## config.mk

```make
export PLATFORM = sky130hd
export DESIGN_NAME = hiscore_table_flat
export DESIGN_NICKNAME = d
export VERILOG_FILES = /design/src/rtl/hiscore_table_if.sv /design/src/rtl/hiscore_table.sv /design/src/flat_wrapper.sv
export SDC_FILE = /design/constraint.sdc
export NUM_CORES = 1
export LEC_CHECK = 0
export ABC_AREA = 1
export CAP_MARGIN = 10
export CORE_UTILIZATION = 25
export DETAILED_ROUTE_END_ITERATION = 7
export GPL_TIMING_DRIVEN = 0
export SLEW_MARGIN = 25
export SYNTH_ARGS = -nofsm -noshare
export SYNTH_HDL_FRONTEND = slang
export SYNTH_SLANG_ARGS = --single-unit
export TNS_END_PERCENT = 20
```

## constraint.sdc

```tcl
create_clock -name clk -period 3.7 [get_ports clk]
set_input_delay 0.74 -clock clk [delete_from_list [all_inputs] [get_ports clk]]
set_output_delay 0.74 -clock clk [all_outputs]
set_load 0.05 [all_outputs]
```

## src/rtl/hiscore_table_if.sv

```systemverilog
// Score-table bus: score submission handshake, result reporting and display read port.
interface hiscore_table_if #(
    parameter int unsigned DIGITS = 2,
    parameter int unsigned DEPTH  = 4
);
    localparam int unsigned W    = 4 * DIGITS;
    localparam int unsigned IDXW = $clog2(DEPTH);

    logic            score_valid;
    logic [W-1:0]    score_in;
    logic            ready;
    logic            clear;
    logic            done;
    logic            placed;
    logic [IDXW-1:0] rank;
    logic            new_record;
    logic [IDXW-1:0] rd_idx;
    logic [W-1:0]    rd_score;
    logic [W-1:0]    best;

    // Game logic / display side.
    modport master (
        output score_valid, score_in, clear, rd_idx,
        input  ready, done, placed, rank, new_record, rd_score, best
    );

    // Table side.
    modport slave (
        input  score_valid, score_in, clear, rd_idx,
        output ready, done, placed, rank, new_record, rd_score, best
    );
endinterface

```

## src/rtl/hiscore_table.sv

```systemverilog
// Top-N BCD high-score table, kept sorted descending, with sequential scan-and-shift insertion.
module hiscore_table #(
    parameter int unsigned DIGITS = 2,
    parameter int unsigned DEPTH  = 4
) (
    input logic           clk,
    input logic           rst,
    hiscore_table_if.slave bus
);
    localparam int unsigned W    = 4 * DIGITS;
    localparam int unsigned IDXW = $clog2(DEPTH);
    localparam logic [IDXW-1:0] LastIdx = IDXW'(DEPTH - 1);

    typedef enum logic [2:0] {
        StIdle,
        StScan,
        StShift,
        StWrite,
        StDone
    } state_e;

    state_e          state_q, state_d;
    logic [W-1:0]    entry_q [DEPTH];
    logic [W-1:0]    entry_d [DEPTH];
    logic [W-1:0]    score_q, score_d;
    logic            score_ok_q, score_ok_d;
    logic [IDXW-1:0] idx_q, idx_d;
    logic [IDXW-1:0] ptr_q, ptr_d;
    logic [IDXW-1:0] rank_q, rank_d;
    logic            placed_q, placed_d;

    logic [IDXW-1:0] ptr_m1;
    logic            hit;

    // A score with any nibble above 9 is not BCD and must never enter the table.
    function automatic logic bcd_valid(input logic [W-1:0] s);
        logic ok;
        ok = 1'b1;
        for (int i = 0; i < int'(DIGITS); i++) begin
            if (s[4*i +: 4] > 4'd9) begin
                ok = 1'b0;
            end
        end
        return ok;
    endfunction

    assign ptr_m1 = ptr_q - IDXW'(1);
    // Strict compare: ties rank below the existing entry; zero never beats anything.
    assign hit    = score_ok_q && (score_q > entry_q[idx_q]);

    // State, table and result registers; synchronous reset aborts any insertion.
    always_ff @(posedge clk) begin
        if (rst) begin
            state_q    <= StIdle;
            score_q    <= '0;
            score_ok_q <= 1'b0;
            idx_q      <= '0;
            ptr_q      <= '0;
            rank_q     <= '0;
            placed_q   <= 1'b0;
            for (int i = 0; i < int'(DEPTH); i++) begin
                entry_q[i] <= '0;
            end
        end else begin
            state_q    <= state_d;
            score_q    <= score_d;
            score_ok_q <= score_ok_d;
            idx_q      <= idx_d;
            ptr_q      <= ptr_d;
            rank_q     <= rank_d;
            placed_q   <= placed_d;
            for (int i = 0; i < int'(DEPTH); i++) begin
                entry_q[i] <= entry_d[i];
            end
        end
    end

    // Next-state and table update for the scan / shift / write sequence.
    always_comb begin
        state_d    = state_q;
        score_d    = score_q;
        score_ok_d = score_ok_q;
        idx_d      = idx_q;
        ptr_d      = ptr_q;
        rank_d     = rank_q;
        placed_d   = placed_q;
        for (int i = 0; i < int'(DEPTH); i++) begin
            entry_d[i] = entry_q[i];
        end

        unique case (state_q)
            StIdle: begin
                // Clear takes priority; the simultaneous score is not accepted.
                if (bus.clear) begin
                    for (int i = 0; i < int'(DEPTH); i++) begin
                        entry_d[i] = '0;
                    end
                end else if (bus.score_valid) begin
                    score_d    = bus.score_in;
                    score_ok_d = bcd_valid(bus.score_in);
                    idx_d      = '0;
                    state_d    = StScan;
                end
            end
            StScan: begin
                if (hit) begin
                    rank_d  = idx_q;
                    ptr_d   = LastIdx;
                    state_d = (idx_q == LastIdx) ? StWrite : StShift;
                end else if (idx_q == LastIdx) begin
                    placed_d = 1'b0;
                    state_d  = StDone;
                end else begin
                    idx_d = idx_q + IDXW'(1);
                end
            end
            StShift: begin
                // Move entries down one slot from the bottom; the old last entry falls off.
                entry_d[ptr_q] = entry_q[ptr_m1];
                ptr_d          = ptr_m1;
                if (ptr_q == rank_q + IDXW'(1)) begin
                    state_d = StWrite;
                end
            end
            StWrite: begin
                entry_d[rank_q] = score_q;
                placed_d        = 1'b1;
                state_d         = StDone;
            end
            StDone: begin
                state_d = StIdle;
            end
            default: begin
                state_d = StIdle;
            end
        endcase
    end

    assign bus.ready      = (state_q == StIdle);
    assign bus.done       = (state_q == StDone);
    assign bus.placed     = placed_q;
    assign bus.rank       = rank_q;
    assign bus.new_record = (state_q == StDone) && placed_q && (rank_q == '0);
    assign bus.best       = entry_q[0];
    assign bus.rd_score   = (32'(bus.rd_idx) < DEPTH) ? entry_q[bus.rd_idx] : '0;

endmodule
```

## src/flat_wrapper.sv

```systemverilog
// flat-port wrapper written by rule: the top's interface ports become plain ports
module hiscore_table_flat 
#(
    parameter int unsigned DIGITS = 2,
    parameter int unsigned DEPTH  = 4
)
  (clk, rst, bus_score_valid, bus_score_in, bus_clear, bus_rd_idx, bus_ready, bus_done, bus_placed, bus_rank, bus_new_record, bus_rd_score, bus_best);
  hiscore_table_if #(.DIGITS(DIGITS), .DEPTH(DEPTH)) bus_i ();
  input logic clk;
  input logic rst;
  input wire logic [$bits(bus_i.score_valid)-1:0] bus_score_valid;
  input wire logic [$bits(bus_i.score_in)-1:0] bus_score_in;
  input wire logic [$bits(bus_i.clear)-1:0] bus_clear;
  input wire logic [$bits(bus_i.rd_idx)-1:0] bus_rd_idx;
  output wire logic [$bits(bus_i.ready)-1:0] bus_ready;
  output wire logic [$bits(bus_i.done)-1:0] bus_done;
  output wire logic [$bits(bus_i.placed)-1:0] bus_placed;
  output wire logic [$bits(bus_i.rank)-1:0] bus_rank;
  output wire logic [$bits(bus_i.new_record)-1:0] bus_new_record;
  output wire logic [$bits(bus_i.rd_score)-1:0] bus_rd_score;
  output wire logic [$bits(bus_i.best)-1:0] bus_best;
  assign bus_i.score_valid = bus_score_valid;
  assign bus_i.score_in = bus_score_in;
  assign bus_i.clear = bus_clear;
  assign bus_i.rd_idx = bus_rd_idx;
  assign bus_ready = bus_i.ready;
  assign bus_done = bus_i.done;
  assign bus_placed = bus_i.placed;
  assign bus_rank = bus_i.rank;
  assign bus_new_record = bus_i.new_record;
  assign bus_rd_score = bus_i.rd_score;
  assign bus_best = bus_i.best;
  hiscore_table #(.DIGITS(DIGITS), .DEPTH(DEPTH)) u_core (.clk(clk), .rst(rst), .bus(bus_i));
endmodule
```

==> metrics.csv <==
stage,metric,value,unit
run_status,status,finished clean,
place,dp_hpwl,10400,um
clock_network,clk_pin_slew,0.07,ns
worst_setup_path,cp.required,2.96,ns
timing,relSlewSlack,55.77,%
place,gp_congestion,0.9562,
clock_network,clock_latency,0.31,ns
hold_path,hold_class,register to register,
global_routing,grt_pass1_wl,22020,um
floorplan,rows,44,
hold_path,hold_end,u_core.score_ok_q,
yosys,synth_area_leader_cell,dfxtp_1,
yosys,syn-cell-area,3829,um^2
yosys,syn-num-nets,626,
timing,fin_crit,3.477,ns
floorplan,die_y,125.8,um
worst_setup_path,crit_buf_inv,4,
floorplan,die_w,125.8,um
global_routing,grt_max_degree,17,
finish,fin_nets,667,
yosys,synthesis.instances,595,
worst_setup_path,r2r_setup_slack,1.04,ns
clock_network,postCtsHoldBufs,0,
power_and_ir_drop,pwr_density_cell,598.7,nW/um^2
finish,stdcell_area,4589,um^2
timing,fmax,287.6,MHz
power_and_ir_drop,power_leakage,0.001641,uW
routing,drt_first_pass_iters,5,
yosys,syn_area_per_cell,6.435,um^2
finish,area_growth,19.87,%
worst_setup_path,start_kind,input port,
global_routing,antenna_found_initial,0,
routing,drc,0,
clock_network,cts-root-buf,clkbuf_16,
yosys,synth-seq-area-share,27.71,%
yosys,ys_seq_elements,53,
clock_network,htree_levels,2,
floorplan,io_pins,36,
timing,rsz0062_at_grt,false,
finish,drive_above_1_share,7.064,%
routing,routed_wl,13870,um
clock_network,cts_resized,0,
yosys,yosysUniqueCellTypes,31,
yosys,synthTopCellsByArea,"dfxtp_1 28%, o21ai_0 15%, nand2_1 13%",
timing,worst_pin_slew,0.6590,ns
global_routing,grt_pass1_vias,3902,
worst_setup_path,critPathArrivalTime,2.74,ns
clock_network,cts_tree,yes,
global_routing,track_usage,17.89,%
finish,diodes,0,
worst_setup_path,cp_slowest_cell,clkdlybuf4s50_1,
routing,top_layer,met4,
routing,vias,4345,
routing,via_per_inst,5.292,
power_and_ir_drop,vdd_drop_max,307.8,uV
routing,drtAntennaViolNets,0,
worst_setup_path,cp_cell_sequence,clkdlybuf4s50_1 > inv_1 > clkbuf_1 > a21oi_1 > a21oi_1 > clkdlybuf4s50_1,
floorplan,core_area,14750,um^2
place,dpl_cell_area,4399,um^2
timing,maxSlewViolCount,0,
clock_network,post_cts_buffers,0,
timing,setup_viol,0,
worst_setup_path,critPathKind,input port to primary output,
routing,m1WireLength,6694,um
global_routing,grt_overflow,0,
clock_network,clock_sinks,53,
worst_setup_path,critPathMaxFanout,10,
yosys,ys_warn_count,0,
floorplan,initial_utilization,25.95,%
clock_network,cts_buffers,5,
floorplan,dieArea,15810,um^2
worst_setup_path,crit_cells,6,
place,io_buffers,34,
yosys,synthDominantCellAreaShare,27.71,%
timing,fin_skew,0.007314,ns
hold_path,hold_depth,2,
routing,dr.first_iter.drc_count,493,
timing,period_share,93.97,%
timing,finalHoldViolCount,0,
worst_setup_path,slowest_delay,0.82,ns
timing,fin_tns_setup,0,ns
hold_path,hp-start,u_core.score_ok_q,
routing,wl_met2,5450,um
flow_run,maxCapViolCount,0,
worst_setup_path,r2r_cells,14,
finish,fill_cells,1678,
clock_network,cts_buffer_depth,2,
worst_setup_path,crit_path_end_kind,primary output,
routing,wl_met3,1354,um
routing,wire_per_inst,16.90,um
worst_setup_path,critPathTopFamily,buffers and inverters,
-- placed cells by master (no fill, tap or decap) --
| cell | count |
|---|---|
| buf_2 | 14 |
| nand2_1 | 129 |
| buf_4 | 2 |
| nand3_1 | 6 |
| xor2_1 | 1 |
| bufinv_16 | 2 |
| a211oi_1 | 1 |
| nor3_4 | 1 |
| clkbuf_1 | 20 |
| a31oi_1 | 32 |
| buf_1 | 4 |
| ha_1 | 17 |
| nor2_1 | 32 |
| nor2_2 | 5 |
| a21boi_1 | 1 |
| mux2_2 | 7 |
| nand2_2 | 2 |
| dfxtp_1 | 53 |
| inv_1 | 45 |
| clkbuf_16 | 5 |
| buf_6 | 1 |
| clkinv_1 | 1 |
| xnor2_1 | 1 |
| nor3_1 | 1 |
| inv_2 | 4 |
| o21a_1 | 1 |
| and3_1 | 1 |
| a21oi_1 | 58 |
| a22oi_2 | 1 |
| o21ai_0 | 111 |
| o211ai_1 | 32 |
| o21ai_1 | 10 |
| a21o_1 | 1 |
| clkinv_2 | 1 |
| clkdlybuf4s50_1 | 34 |
-- where the power goes --
part	total, uW	switching [uW]	leakage [uW]	internal [uW]
combinational	1230	843	0.00111	390
clock	619	232	0.0000938	387
sequential	895	199	0.000435	696
-- layout make-up --
type	count	area [um^2]	area share, %
Clock buffer	5	125.1	2.726
Sequential cell	53	1061	23.12
Timing Repair Buffer	34	340.3	7.415
Multi-Input combinational cell	451	2394	52.15
Tap cell	184	230.2	5.016
Inverter	50	187.7	4.089
Buffer	41	186.4	4.062
Clock inverter	3	65.06	1.418
-- worst register-to-register path, stage by stage, from the launching register on --
cell	delay, ns
dfxtp_1	0.39
clkbuf_1	0.35
inv_1	0.14
o21ai_0	0.16
a21oi_1	0.06
a21oi_1	0.24
ha_1	0.28
nand2_1	0.06
nor2_1	0.04
a21boi_1	0.24
nand2_1	0.16
nand2_1	0.15
nand2_1	0.10
o21a_1	0.11
nor2_1	0.13
-- metrics by stage --
stage | instances | power, uW | setup slack, ns | hold slack (ns) | utilization, %
CTS | 821 | 2722 | 0.2268 | 0.4741 | 31.11
finish | 821 | 2748 | 0.2230 | 0.4736 | 31.11
global placement | 813 | 2101 | 0.2592 | 0.4595 | 29.82
floorplan | 595 | 1675 | 0.8094 | 0.4336 | -
detailed placement | 813 | 2106 | 0.2355 | 0.4624 | 29.82
global route | 821 | 2912 | 0.09398 | 0.5060 | 31.11
-- cell families (layout without fill, tap and decap cells) --
kind of cell             after synthesis  after routing  synth area share [%]
XOR/XNOR                               2              2                0.4576
flip-flops                            53             53                 27.71
AO/OA/AOI/OAI                        248            248                 36.01
adder cells (fa/ha/maj)               17             17                 5.555
buffers and inverters                 91            133                 9.771
multiplexers                           7              7                 2.059
AND/OR/NAND/NOR                      177            177                 18.43
-- Yosys cell counts --
cell type	n
mux2_2	7
nor3_1	1
o211ai_1	32
nor3_4	1
nand2_1	129
o21a_1	1
o21ai_0	111
a21boi_1	1
a22oi_2	1
nand2_2	2
a21o_1	1
and3_1	1
a21oi_1	58
buf_2	14
nand3_1	6
a31oi_1	32
xor2_1	1
xnor2_1	1
buf_6	1
o21ai_1	10
nor2_1	32
buf_4	2
nor2_2	5
ha_1	17
inv_1	45
a211oi_1	1
buf_1	4
dfxtp_1	53
clkinv_1	1
inv_2	4
clkbuf_1	20
-- registers in the layout, summed over array words and instances, names as in the netlist, named ones only --
| name | count |
|---|---|
| u_core.bus.placed | 1 |
| u_core.entry_q | 32 |
| u_core.ptr_q | 2 |
| u_core.state_q | 3 |
| u_core.score_q | 8 |
| u_core.score_ok_q | 1 |
| u_core.idx_q | 2 |
| u_core.bus.rank | 2 |
-- metal layers --
layer | up-vias | GRT usage (%)
met2 | 214 | 25.00
met4 | 0 | 5.457
met5 | - | 0
li1 | 2134 | -
met3 | 30 | 2.676
met1 | 1967 | 27.62
-- worst max-delay path by stage --
stage                              from              end  slack, ns
after floorplan           bus_rd_idx[0]  bus_rd_score[5]       0.81
after global placement    bus_rd_idx[1]  bus_rd_score[6]       0.26
after detailed placement  bus_rd_idx[1]  bus_rd_score[6]       0.24
after CTS                 bus_rd_idx[1]  bus_rd_score[6]       0.23
after global routing      bus_rd_idx[1]  bus_rd_score[2]       0.09
final                     bus_rd_idx[1]  bus_rd_score[3]       0.22
No activity file was read; power rests on OpenSTA's default activity.
